===== src/rtl/divisao_pkg.sv =====
// ============================================================================
// divisao_pkg : shared FSM encoding and default widths for the sequential divider
// Rev 1.0
// ============================================================================
`default_nettype none

package divisao_pkg;

    localparam int LARG_DIVIDENDO_PADRAO = 16;
    localparam int LARG_DIVISOR_PADRAO   = 8;

    typedef enum logic [1:0] {
        OCIOSO  = 2'd0,
        CALCULA = 2'd1,
        FIM     = 2'd2
    } estado_t;

    // Counter must be able to hold the value n itself.
    function automatic int larg_contador(input int n);
        return $clog2(n + 1);
    endfunction

endpackage

`default_nettype wire


===== src/rtl/divisao_sequencial_if.sv =====
// ============================================================================
// divisao_sequencial_if : operand/result bundle of the sequential divider
// Rev 1.0
// ============================================================================
`default_nettype none

interface divisao_sequencial_if
    import divisao_pkg::*;
#(
    parameter int LARG_DIVIDENDO = LARG_DIVIDENDO_PADRAO,
    parameter int LARG_DIVISOR   = LARG_DIVISOR_PADRAO
);
    logic                      inicio;
    logic [LARG_DIVIDENDO-1:0] dividendo;
    logic                      sinal_dividendo;
    logic [LARG_DIVISOR-1:0]   divisor;
    logic                      sinal_divisor;
    logic [LARG_DIVIDENDO-1:0] quociente;
    logic                      sinal_quociente;
    logic [LARG_DIVISOR-1:0]   resto;
    logic                      sinal_resto;
    logic                      ocupado;
    logic                      pronto;
    logic                      erro_div_zero;

    modport master (
        output inicio, dividendo, sinal_dividendo, divisor, sinal_divisor,
        input  quociente, sinal_quociente, resto, sinal_resto,
        input  ocupado, pronto, erro_div_zero
    );

    modport slave (
        input  inicio, dividendo, sinal_dividendo, divisor, sinal_divisor,
        output quociente, sinal_quociente, resto, sinal_resto,
        output ocupado, pronto, erro_div_zero
    );

endinterface

`default_nettype wire


===== src/rtl/divisao_sequencial_passo_restauracao.sv =====
// ============================================================================
// passo_restauracao : one shift-compare-subtract step of restoring division
// Rev 1.0
// ============================================================================
`default_nettype none

module passo_restauracao
    import divisao_pkg::*;
#(
    parameter int LARG = LARG_DIVISOR_PADRAO
) (
    input  logic [LARG:0]   parcial_i,
    input  logic            bit_i,
    input  logic [LARG-1:0] divisor_i,
    output logic [LARG:0]   parcial_o,
    output logic            bit_q_o
);

    logic [LARG+1:0] w_desloc;
    logic [LARG:0]   w_dif;

    // Partial remainder stays below the divisor, so the shifted value fits LARG+1 bits
    // and the top bit only matters for the compare.
    assign w_desloc  = {parcial_i, bit_i};
    assign bit_q_o   = (w_desloc >= {2'b00, divisor_i});
    assign w_dif     = w_desloc[LARG:0] - {1'b0, divisor_i};
    assign parcial_o = bit_q_o ? w_dif : w_desloc[LARG:0];

endmodule

`default_nettype wire


===== src/rtl/divisao_sequencial.sv =====
// ============================================================================
// divisao_sequencial : sign-magnitude sequential restoring divider, 1 bit/cycle
// Rev 1.0
// ============================================================================
`default_nettype none

module divisao_sequencial
    import divisao_pkg::*;
#(
    parameter int LARG_DIVIDENDO = LARG_DIVIDENDO_PADRAO,
    parameter int LARG_DIVISOR   = LARG_DIVISOR_PADRAO
) (
    input  logic                 clk,
    input  logic                 rst,
    divisao_sequencial_if.slave  bus
);

    localparam int                  LARG_CNT = larg_contador(LARG_DIVIDENDO);
    localparam logic [LARG_CNT-1:0] CNT_FIM  = LARG_CNT'(LARG_DIVIDENDO);

    estado_t                   estado_q,  estado_d;
    logic [LARG_CNT-1:0]       cnt_q,     cnt_d;
    logic [LARG_DIVIDENDO-1:0] acc_q,     acc_d;
    logic [LARG_DIVISOR:0]     parcial_q, parcial_d;
    logic [LARG_DIVISOR-1:0]   divisor_q, divisor_d;
    logic                      sdd_q,     sdd_d;
    logic                      sdv_q,     sdv_d;
    logic [LARG_DIVIDENDO-1:0] quoc_q,    quoc_d;
    logic [LARG_DIVISOR-1:0]   resto_q,   resto_d;
    logic                      squoc_q,   squoc_d;
    logic                      sresto_q,  sresto_d;
    logic                      erro_q,    erro_d;

    logic [LARG_DIVISOR:0]     w_parcial;
    logic                      w_bit_q;

    passo_restauracao #(
        .LARG (LARG_DIVISOR)
    ) u_passo (
        .parcial_i (parcial_q),
        .bit_i     (acc_q[LARG_DIVIDENDO-1]),
        .divisor_i (divisor_q),
        .parcial_o (w_parcial),
        .bit_q_o   (w_bit_q)
    );

    always_ff @(posedge clk or posedge rst) begin
        if (rst) begin
            estado_q  <= OCIOSO;
            cnt_q     <= '0;
            acc_q     <= '0;
            parcial_q <= '0;
            divisor_q <= '0;
            sdd_q     <= 1'b0;
            sdv_q     <= 1'b0;
            quoc_q    <= '0;
            resto_q   <= '0;
            squoc_q   <= 1'b0;
            sresto_q  <= 1'b0;
            erro_q    <= 1'b0;
        end else begin
            estado_q  <= estado_d;
            cnt_q     <= cnt_d;
            acc_q     <= acc_d;
            parcial_q <= parcial_d;
            divisor_q <= divisor_d;
            sdd_q     <= sdd_d;
            sdv_q     <= sdv_d;
            quoc_q    <= quoc_d;
            resto_q   <= resto_d;
            squoc_q   <= squoc_d;
            sresto_q  <= sresto_d;
            erro_q    <= erro_d;
        end
    end

    always_comb begin
        estado_d  = estado_q;
        cnt_d     = cnt_q;
        acc_d     = acc_q;
        parcial_d = parcial_q;
        divisor_d = divisor_q;
        sdd_d     = sdd_q;
        sdv_d     = sdv_q;
        quoc_d    = quoc_q;
        resto_d   = resto_q;
        squoc_d   = squoc_q;
        sresto_d  = sresto_q;
        erro_d    = erro_q;

        case (estado_q)
            OCIOSO: begin
                if (bus.inicio) begin
                    acc_d     = bus.dividendo;
                    divisor_d = bus.divisor;
                    sdd_d     = bus.sinal_dividendo;
                    sdv_d     = bus.sinal_divisor;
                    parcial_d = '0;
                    cnt_d     = '0;
                    if (bus.divisor == '0) begin
                        estado_d = FIM;
                        quoc_d   = '0;
                        resto_d  = '0;
                        squoc_d  = 1'b0;
                        sresto_d = 1'b0;
                        erro_d   = 1'b1;
                    end else begin
                        estado_d = CALCULA;
                    end
                end
            end

            CALCULA: begin
                // Dividend shifts out MSB-first while quotient bits shift in at the bottom.
                acc_d     = {acc_q[LARG_DIVIDENDO-2:0], w_bit_q};
                parcial_d = w_parcial;
                cnt_d     = cnt_q + 1'b1;
                if (cnt_d == CNT_FIM) begin
                    estado_d = FIM;
                    quoc_d   = acc_d;
                    resto_d  = w_parcial[LARG_DIVISOR-1:0];
                    squoc_d  = (sdd_q ^ sdv_q) & (acc_d != '0);
                    sresto_d = sdd_q & (w_parcial[LARG_DIVISOR-1:0] != '0);
                    erro_d   = 1'b0;
                end
            end

            FIM:     estado_d = OCIOSO;
            default: estado_d = OCIOSO;
        endcase
    end

    assign bus.quociente       = quoc_q;
    assign bus.resto           = resto_q;
    assign bus.sinal_quociente = squoc_q;
    assign bus.sinal_resto     = sresto_q;
    assign bus.erro_div_zero   = erro_q;
    assign bus.ocupado         = (estado_q != OCIOSO);
    assign bus.pronto          = (estado_q == FIM);

endmodule

`default_nettype wire


===== src/flat_wrapper.sv =====
// flat-port wrapper written by rule: the top's interface ports become plain ports
module divisao_sequencial_flat import divisao_pkg::*;
#(
    parameter int LARG_DIVIDENDO = LARG_DIVIDENDO_PADRAO,
    parameter int LARG_DIVISOR   = LARG_DIVISOR_PADRAO
)
  (clk, rst, bus_inicio, bus_dividendo, bus_sinal_dividendo, bus_divisor, bus_sinal_divisor, bus_quociente, bus_sinal_quociente, bus_resto, bus_sinal_resto, bus_ocupado, bus_pronto, bus_erro_div_zero);
  divisao_sequencial_if #(.LARG_DIVIDENDO(LARG_DIVIDENDO), .LARG_DIVISOR(LARG_DIVISOR)) bus_i ();
  input  logic clk;
  input  logic rst;
  input wire logic [$bits(bus_i.inicio)-1:0] bus_inicio;
  input wire logic [$bits(bus_i.dividendo)-1:0] bus_dividendo;
  input wire logic [$bits(bus_i.sinal_dividendo)-1:0] bus_sinal_dividendo;
  input wire logic [$bits(bus_i.divisor)-1:0] bus_divisor;
  input wire logic [$bits(bus_i.sinal_divisor)-1:0] bus_sinal_divisor;
  output wire logic [$bits(bus_i.quociente)-1:0] bus_quociente;
  output wire logic [$bits(bus_i.sinal_quociente)-1:0] bus_sinal_quociente;
  output wire logic [$bits(bus_i.resto)-1:0] bus_resto;
  output wire logic [$bits(bus_i.sinal_resto)-1:0] bus_sinal_resto;
  output wire logic [$bits(bus_i.ocupado)-1:0] bus_ocupado;
  output wire logic [$bits(bus_i.pronto)-1:0] bus_pronto;
  output wire logic [$bits(bus_i.erro_div_zero)-1:0] bus_erro_div_zero;
  assign bus_i.inicio = bus_inicio;
  assign bus_i.dividendo = bus_dividendo;
  assign bus_i.sinal_dividendo = bus_sinal_dividendo;
  assign bus_i.divisor = bus_divisor;
  assign bus_i.sinal_divisor = bus_sinal_divisor;
  assign bus_quociente = bus_i.quociente;
  assign bus_sinal_quociente = bus_i.sinal_quociente;
  assign bus_resto = bus_i.resto;
  assign bus_sinal_resto = bus_i.sinal_resto;
  assign bus_ocupado = bus_i.ocupado;
  assign bus_pronto = bus_i.pronto;
  assign bus_erro_div_zero = bus_i.erro_div_zero;
  divisao_sequencial #(.LARG_DIVIDENDO(LARG_DIVIDENDO), .LARG_DIVISOR(LARG_DIVISOR)) u_core (.clk(clk), .rst(rst), .bus(bus_i));
endmodule

===== config.mk =====
export PLATFORM = sky130hd
export DESIGN_NAME = divisao_sequencial_flat
export DESIGN_NICKNAME = d
export VERILOG_FILES = /design/src/rtl/divisao_pkg.sv /design/src/rtl/divisao_sequencial_if.sv /design/src/rtl/divisao_sequencial_passo_restauracao.sv /design/src/rtl/divisao_sequencial.sv /design/src/flat_wrapper.sv
export SDC_FILE = /design/constraint.sdc
export NUM_CORES = 1
export LEC_CHECK = 0
export BUFFER_PORTS_ARGS = -buffer_cell sky130_fd_sc_hd__buf_2
export CAP_MARGIN = 20
export CORE_MARGIN = 3
export CORE_UTILIZATION = 50
export CTS_CLUSTER_DIAMETER = 80
export DETAILED_ROUTE_END_ITERATION = 8
export PLACE_DENSITY = 0.77
export SLEW_MARGIN = 0
export SYNTH_ARGS = -nofsm -noshare
export SYNTH_HDL_FRONTEND = slang
export SYNTH_SLANG_ARGS = --single-unit

===== constraint.sdc =====
create_clock -name clk -period 2.3 [get_ports clk]
set_input_delay 0.69 -clock clk [delete_from_list [all_inputs] [get_ports clk]]
set_output_delay 0.69 -clock clk [all_outputs]
set_load 0.005 [all_outputs]

==> impl_metrics.ini, run 1 <==
[clock_tree]
clkLatencyLatePin_ns = 0.35
cts.sinks = 69
cts_buffer_depth = 2
cts_hold_buf = 0
numCtsBuffers = 9
cts_tree = done
clkTransAtPathRegs_ns = 0.07
cts_root_buf = clkbuf_8
htree_levels = 3

[worst_setup_path]
crit_path_top_delay_cell = dfrtp_1
cp_max_fo = 4
worstSetupStartpoint = u_core.acc_q[15]
critPathCaptureType = register
timing.rr.start = u_core.acc_q[15]
cp_cell_sequence = inv_2 -> ha_4 -> inv_2 -> fa_2 -> a211oi_2 -> nor2_1 -> o21a_2 -> nor2_4 -> buf_6 -> mux2i_2 -> o22ai_1
critPathKind = register to register
cp_common_cell = inv_2
required_ns = 2.49
arrival_ns = 2.60
start_kind = register
slowest_delay_ns = 0.39

[layout]
nNetsFinal = 451
mostFrequentLayoutCells = dfrtp_1, nand2_1, buf_2
diodes = 0
final_area_um2 = 4217
drive_above_1_share_pct = 32.37
final_common_cell = dfrtp_1
syn2layout_area_growth_pct = 29.02

[sta]
hold_ws_ns = 0.3550
setup_violations = 14
skew_ns = 0.007520
hold_violations = 0
rsz0062_at_grt = true
worst_pin_slew_ns = 0.9495
fin_setup_tns_ns = -0.8158
fmax_mhz = 415.3
fin_ws_ns = -0.1077
max-slew-margin-rel_pct = 36.70
min_period_ns = 2.408
finalCritPeriodShare_pct = 104.7
slew_viol_final = 0

[pwr]
power.total_mw = 7.459
vdd_ir_drop_max_v = 0.0008990
netSwitchingPower_mw = 2.949
p_per_area_nw_per_um2 = 1769
seq_power_share_pct = 30.0
leakagePower_nw = 2.000
clkPwrFrac_pct = 14.8
p_int_mw = 4.510
combPwrFrac_pct = 55.2
switching_share_pct = 39.54

[synthesis]
synth-edff-count = 0
netlist_area_um2 = 3268
synth_nets = 364
syn_inst = 325
synth_cell_types = 46
ys_seq_area_share_pct = 52.83
syn_area_per_cell_um2 = 10.06
synth_top_area_share_pct = 52.83
synth-seq-cells = 69
async_flop_share_pct = 100.0
ys.flop_type = dfrtp_1
yosysTopAreaCell = dfrtp_1
synth.area.top_cells = dfrtp_1, nand2_1, a22o_1
synth_warnings = 0

[detailed_routing]
drt-initial-drc-count = 191
postRouteAntennaNets = 0
vias = 2816
finalWirelength_um = 8362
wl_per_cell_um = 17.00
drt_pre_antenna_iters = 5
drcViolationCount = 0
vias_per_cell = 5.724

[grt]
grt_pass1_wl_um = 13820
overflow = 0
grtUsageTotal_pct = 23.79
grt_max_degree = 51
grt_antenna_before_repair = 0
grt_pass1_vias = 2751

[run_status]
outcome = complete, but fails checks
violations = setup timing

[die]
ios = 58
core_area_um2 = 6131
fp-row-count = 28
initial_core_util_pct = 53.31
die_x_um = 86.85
dieHeight_um = 86.85
die_area_um2 = 7542

[place]
numPortBuffers = 57
place_area_um2 = 3860
hpwlAfterDp_um = 5696
pre_cts_ws_ns = -0.1047
gp_congestion = 0.9285

[worst_hold_path]
hp-class = primary input to async pin

[run]
maxCapViolations = 0
==> layout make-up <==
class	count	area, µm²
Multi-Input combinational cell	227	1529
Clock buffer	9	123.9
Timing Repair Buffer	92	593.1
Clock inverter	7	97.59
Sequential cell	69	1727
Fill cell	441	1914
Tap cell	75	93.84
Inverter	13	52.55
==> power by group through the flow <==
stage                     registers, mW  clock network [mW]  logic (mW)
after floorplan                    2.15                   0        2.30
after global placement             2.21                   0        3.41
after detailed placement           2.22                   0        3.54
after CTS                          2.22                1.11        3.82
after global routing               2.30                1.17        4.57
final                              2.24                1.10        4.12
==> worst paths after layout <==
check | to | slack, ns | cells after the start
worst max-delay path | u_core.parcial_q[2] | -0.11 | 11
worst min-delay path | u_core.divisor_q[3] | 0.36 | 2
worst max register to register | u_core.parcial_q[2] | -0.11 | 11
worst min register to register | u_core.bus.resto[1] | 0.48 | 2
max in group asynchronous | u_core.parcial_q[1] | 1.35 | 3
min in group clk | u_core.bus.resto[1] | 0.48 | 2
==> cells in the mapped netlist, types with 2 or more instances <==
master	instances
o21bai_1	2
nor4_1	7
nand2_1	67
mux2i_1	5
a22oi_1	16
o22ai_1	7
xnor2_1	2
xor2_1	5
ha_1	9
clkbuf_1	15
nor3_1	4
a22o_1	16
and2_1	3
nor2b_1	3
nand3_1	2
or3_1	3
or4_1	2
o21a_1	5
nor2_1	7
o31a_1	2
nand2b_1	2
dfrtp_1	69
or2_2	2
and3_1	2
inv_1	13
a21o_1	2
mux2_2	4
a21oi_1	6
o21ai_0	26
==> worst max-delay path: cells and delay by family (launching register included) <==
| kind | cells | cell delay (ns) |
|---|---|---|
| AO/OA/AOI/OAI | 3 | 0.57 |
| adder cells (fa/ha/maj) | 2 | 0.48 |
| buffers and inverters | 3 | 0.27 |
| multiplexers | 1 | 0.24 |
| AND/OR/NAND/NOR | 2 | 0.29 |
| flip-flops | 1 | 0.39 |
==> through the flow <==
stage	cells	util, %
after floorplan	325	-
after global placement	470	62.96
after detailed placement	470	62.96
after CTS	489	67.84
after global routing	492	68.78
final	492	68.78
==> metal layers <==
metal / share of wire [%] / track usage (%) / vias to the layer above
li1: - / - / 1341
met1: 44 / 34.00 / 1350
met2: 47 / 34.30 / 113
met3: 7.3 / 6.084 / 12
met4: 1.8 / 10.20 / 0
met5: 0 / 0 / -
==> cell families (layout without fill, tap and decap cells) <==
group | count (synthesis) | after routing | synth area share [%]
AO/OA/AOI/OAI | 92 | 92 | 19.72
XOR/XNOR | 7 | 7 | 1.876
buffers and inverters | 29 | 121 | 3.369
multiplexers | 9 | 9 | 2.910
adder cells (fa/ha/maj) | 10 | 10 | 4.058
AND/OR/NAND/NOR | 109 | 109 | 15.24
flip-flops | 69 | 69 | 52.83
==> flip-flops by register name (all words and copies together) (netlist names), 2 cells and up <==
| name | flops |
|---|---|
| u_core.acc_q | 16 |
| u_core.bus.quociente | 16 |
| u_core.bus.resto | 8 |
| u_core.cnt_q | 5 |
| u_core.divisor_q | 8 |
| u_core.estado_q | 2 |
| u_core.parcial_q | 9 |
==> repair_timing <==
item | 4_1_cts | 5_1_grt
buffers inserted | 3 | 3
resized for setup | 18 | 11
setup endpoints to repair | 18 | 20
hold endpoints to repair | 0 | 0
pin swaps | 15 | 11
No activity file was read; power rests on OpenSTA's default activity.
==> run 2, diff against run 1 <==
--- a/config.mk
+++ b/config.mk
@@ -11,6 +11,7 @@
 export CORE_UTILIZATION = 50
 export CTS_CLUSTER_DIAMETER = 80
 export DETAILED_ROUTE_END_ITERATION = 8
+export MAX_ROUTING_LAYER = met4
 export PLACE_DENSITY = 0.77
 export SLEW_MARGIN = 0
 export SYNTH_ARGS = -nofsm -noshare
==> impl_metrics.ini, run 2 (same netlist as run 1, synthesis figures left out) <==
[worst_hold_path]
hp-class = primary input to async pin

[layout]
diodes = 0
syn2layout_area_growth_pct = 29.02
nNetsFinal = 451
final_common_cell = dfrtp_1
final_area_um2 = 4217
mostFrequentLayoutCells = dfrtp_1, nand2_1, buf_2
drive_above_1_share_pct = 32.37

[detailed_routing]
drt_pre_antenna_iters = 4
wl_per_cell_um = 17.04
postRouteAntennaNets = 0
drt-initial-drc-count = 170
finalWirelength_um = 8386
drcViolationCount = 0
vias_per_cell = 5.750
vias = 2829

[pwr]
power.total_mw = 7.466
leakagePower_nw = 2.000
p_int_mw = 4.509
combPwrFrac_pct = 55.2
vdd_ir_drop_max_v = 0.0008932
p_per_area_nw_per_um2 = 1771
switching_share_pct = 39.60
seq_power_share_pct = 29.9
clkPwrFrac_pct = 14.9
netSwitchingPower_mw = 2.957

[worst_setup_path]
timing.rr.start = u_core.acc_q[15]
r2r_slack_ns = -0.1
critPathCaptureType = register
worstSetupStartpoint = u_core.acc_q[15]
critPathKind = register to register
arrival_ns = 2.59
r2r.worst_path.cells = 11
endpoint = u_core.parcial_q[2]
reg2reg_to = u_core.parcial_q[2]
cp_max_fo = 4
required_ns = 2.50
start_kind = register

[die]
fp-row-count = 28
dieHeight_um = 86.85
core_area_um2 = 6131
die_area_um2 = 7542
ios = 58
die_x_um = 86.85
initial_core_util_pct = 53.31

[grt]
grt_pass1_wl_um = 13810
grt_pass1_vias = 2752
overflow = 0
grt_max_degree = 51
grt_antenna_before_repair = 0
grtUsageTotal_pct = 24.45

[clock_tree]
clkLatencyLatePin_ns = 0.35
clkTransAtPathRegs_ns = 0.07
cts_tree = done
cts.sinks = 69
cts_buffer_depth = 2
htree_levels = 3
numCtsBuffers = 9
cts_root_buf = clkbuf_8

[sta]
skew_ns = 0.007728
finalCritPeriodShare_pct = 104.2
setup_violations = 13
hold_violations = 0
rsz0062_at_grt = true
worst_pin_slew_ns = 0.9368
slew_viol_final = 0
min_period_ns = 2.398
fmax_mhz = 417.1
max-slew-margin-rel_pct = 37.54
fin_ws_ns = -0.09754

[place]
hpwlAfterDp_um = 5696
place_area_um2 = 3860
numPortBuffers = 57
gp_congestion = 0.9449

[run]
maxCapViolations = 0

[run_status]
outcome = complete, but fails checks
violations = setup timing
[run 2: final cells by class]
class	instances	area (µm²)
Sequential cell	69	1727
Inverter	13	52.55
Multi-Input combinational cell	227	1529
Fill cell	441	1914
Clock buffer	9	123.9
Clock inverter	7	97.59
Timing Repair Buffer	92	593.1
Tap cell	75	93.84
[run 2: how the worst min path moves through the flow]
stage          cells past startpoint  slack (ns)                 endpoint           startpoint
6_report                           2        0.35      u_core.divisor_q[3]                  rst
3_3_place_gp                       2        0.46      u_core.bus.resto[4]  u_core.bus.resto[4]
3_5_place_dp                       2        0.46      u_core.bus.resto[6]  u_core.bus.resto[6]
4_1_cts                            2        0.36  u_core.bus.quociente[4]                  rst
5_1_grt                            2        0.38      u_core.divisor_q[3]                  rst
2_1_floorplan                      1        0.46          u_core.cnt_q[2]      u_core.cnt_q[2]
[run 2: power by group through the flow]
stage	Clock [mW]	Sequential, mW	Combinational, mW
finish	1.11	2.24	4.12
global route	1.17	2.30	4.57
CTS	1.11	2.22	3.82
detailed placement	0	2.22	3.54
global placement	0	2.21	3.41
floorplan	0	2.15	2.30
[run 2: metal layers]
layer  vias up  part of all wire, %  GRT usage [%]
met2       100                   46          34.23
met1      1375                   46          34.25
met4         0                  2.1          9.348
li1       1338                    -              -
met3        16                  6.0          6.179
met5         -                    0              -
[run 2: worst max-delay path, stage by stage, from the launching register on]
cell	delay (ns)
dfrtp_1	0.39
inv_2	0.08
ha_4	0.14
inv_2	0.03
fa_2	0.34
a211oi_2	0.22
nor2_1	0.09
o21a_2	0.25
nor2_4	0.20
buf_6	0.17
mux2i_2	0.24
o22ai_1	0.10
[run 2: through the flow]
stage           TNS, ns  utilization, %  instances  setup slack [ns]  hold slack (ns)
5_1_grt          -2.650           68.78        492           -0.2065           0.3813
6_report        -0.7516           68.78        492          -0.09754           0.3526
3_3_place_gp    -0.3411           62.96        470          -0.07307           0.4574
3_5_place_dp     -1.105           62.96        470           -0.1047           0.4644
4_1_cts          -1.279           67.84        489           -0.1149           0.3611
2_1_floorplan  -0.02275               -        325          -0.02275           0.4639
[run 2: timing repair]
| action | CTS | global route |
|---|---|---|
| resized for setup | 18 | 11 |
| pin swaps | 15 | 11 |
| endpoints found under the setup margin | 18 | 20 |
| setup buffers | 3 | 3 |
| hold buffers | 0 | 0 |
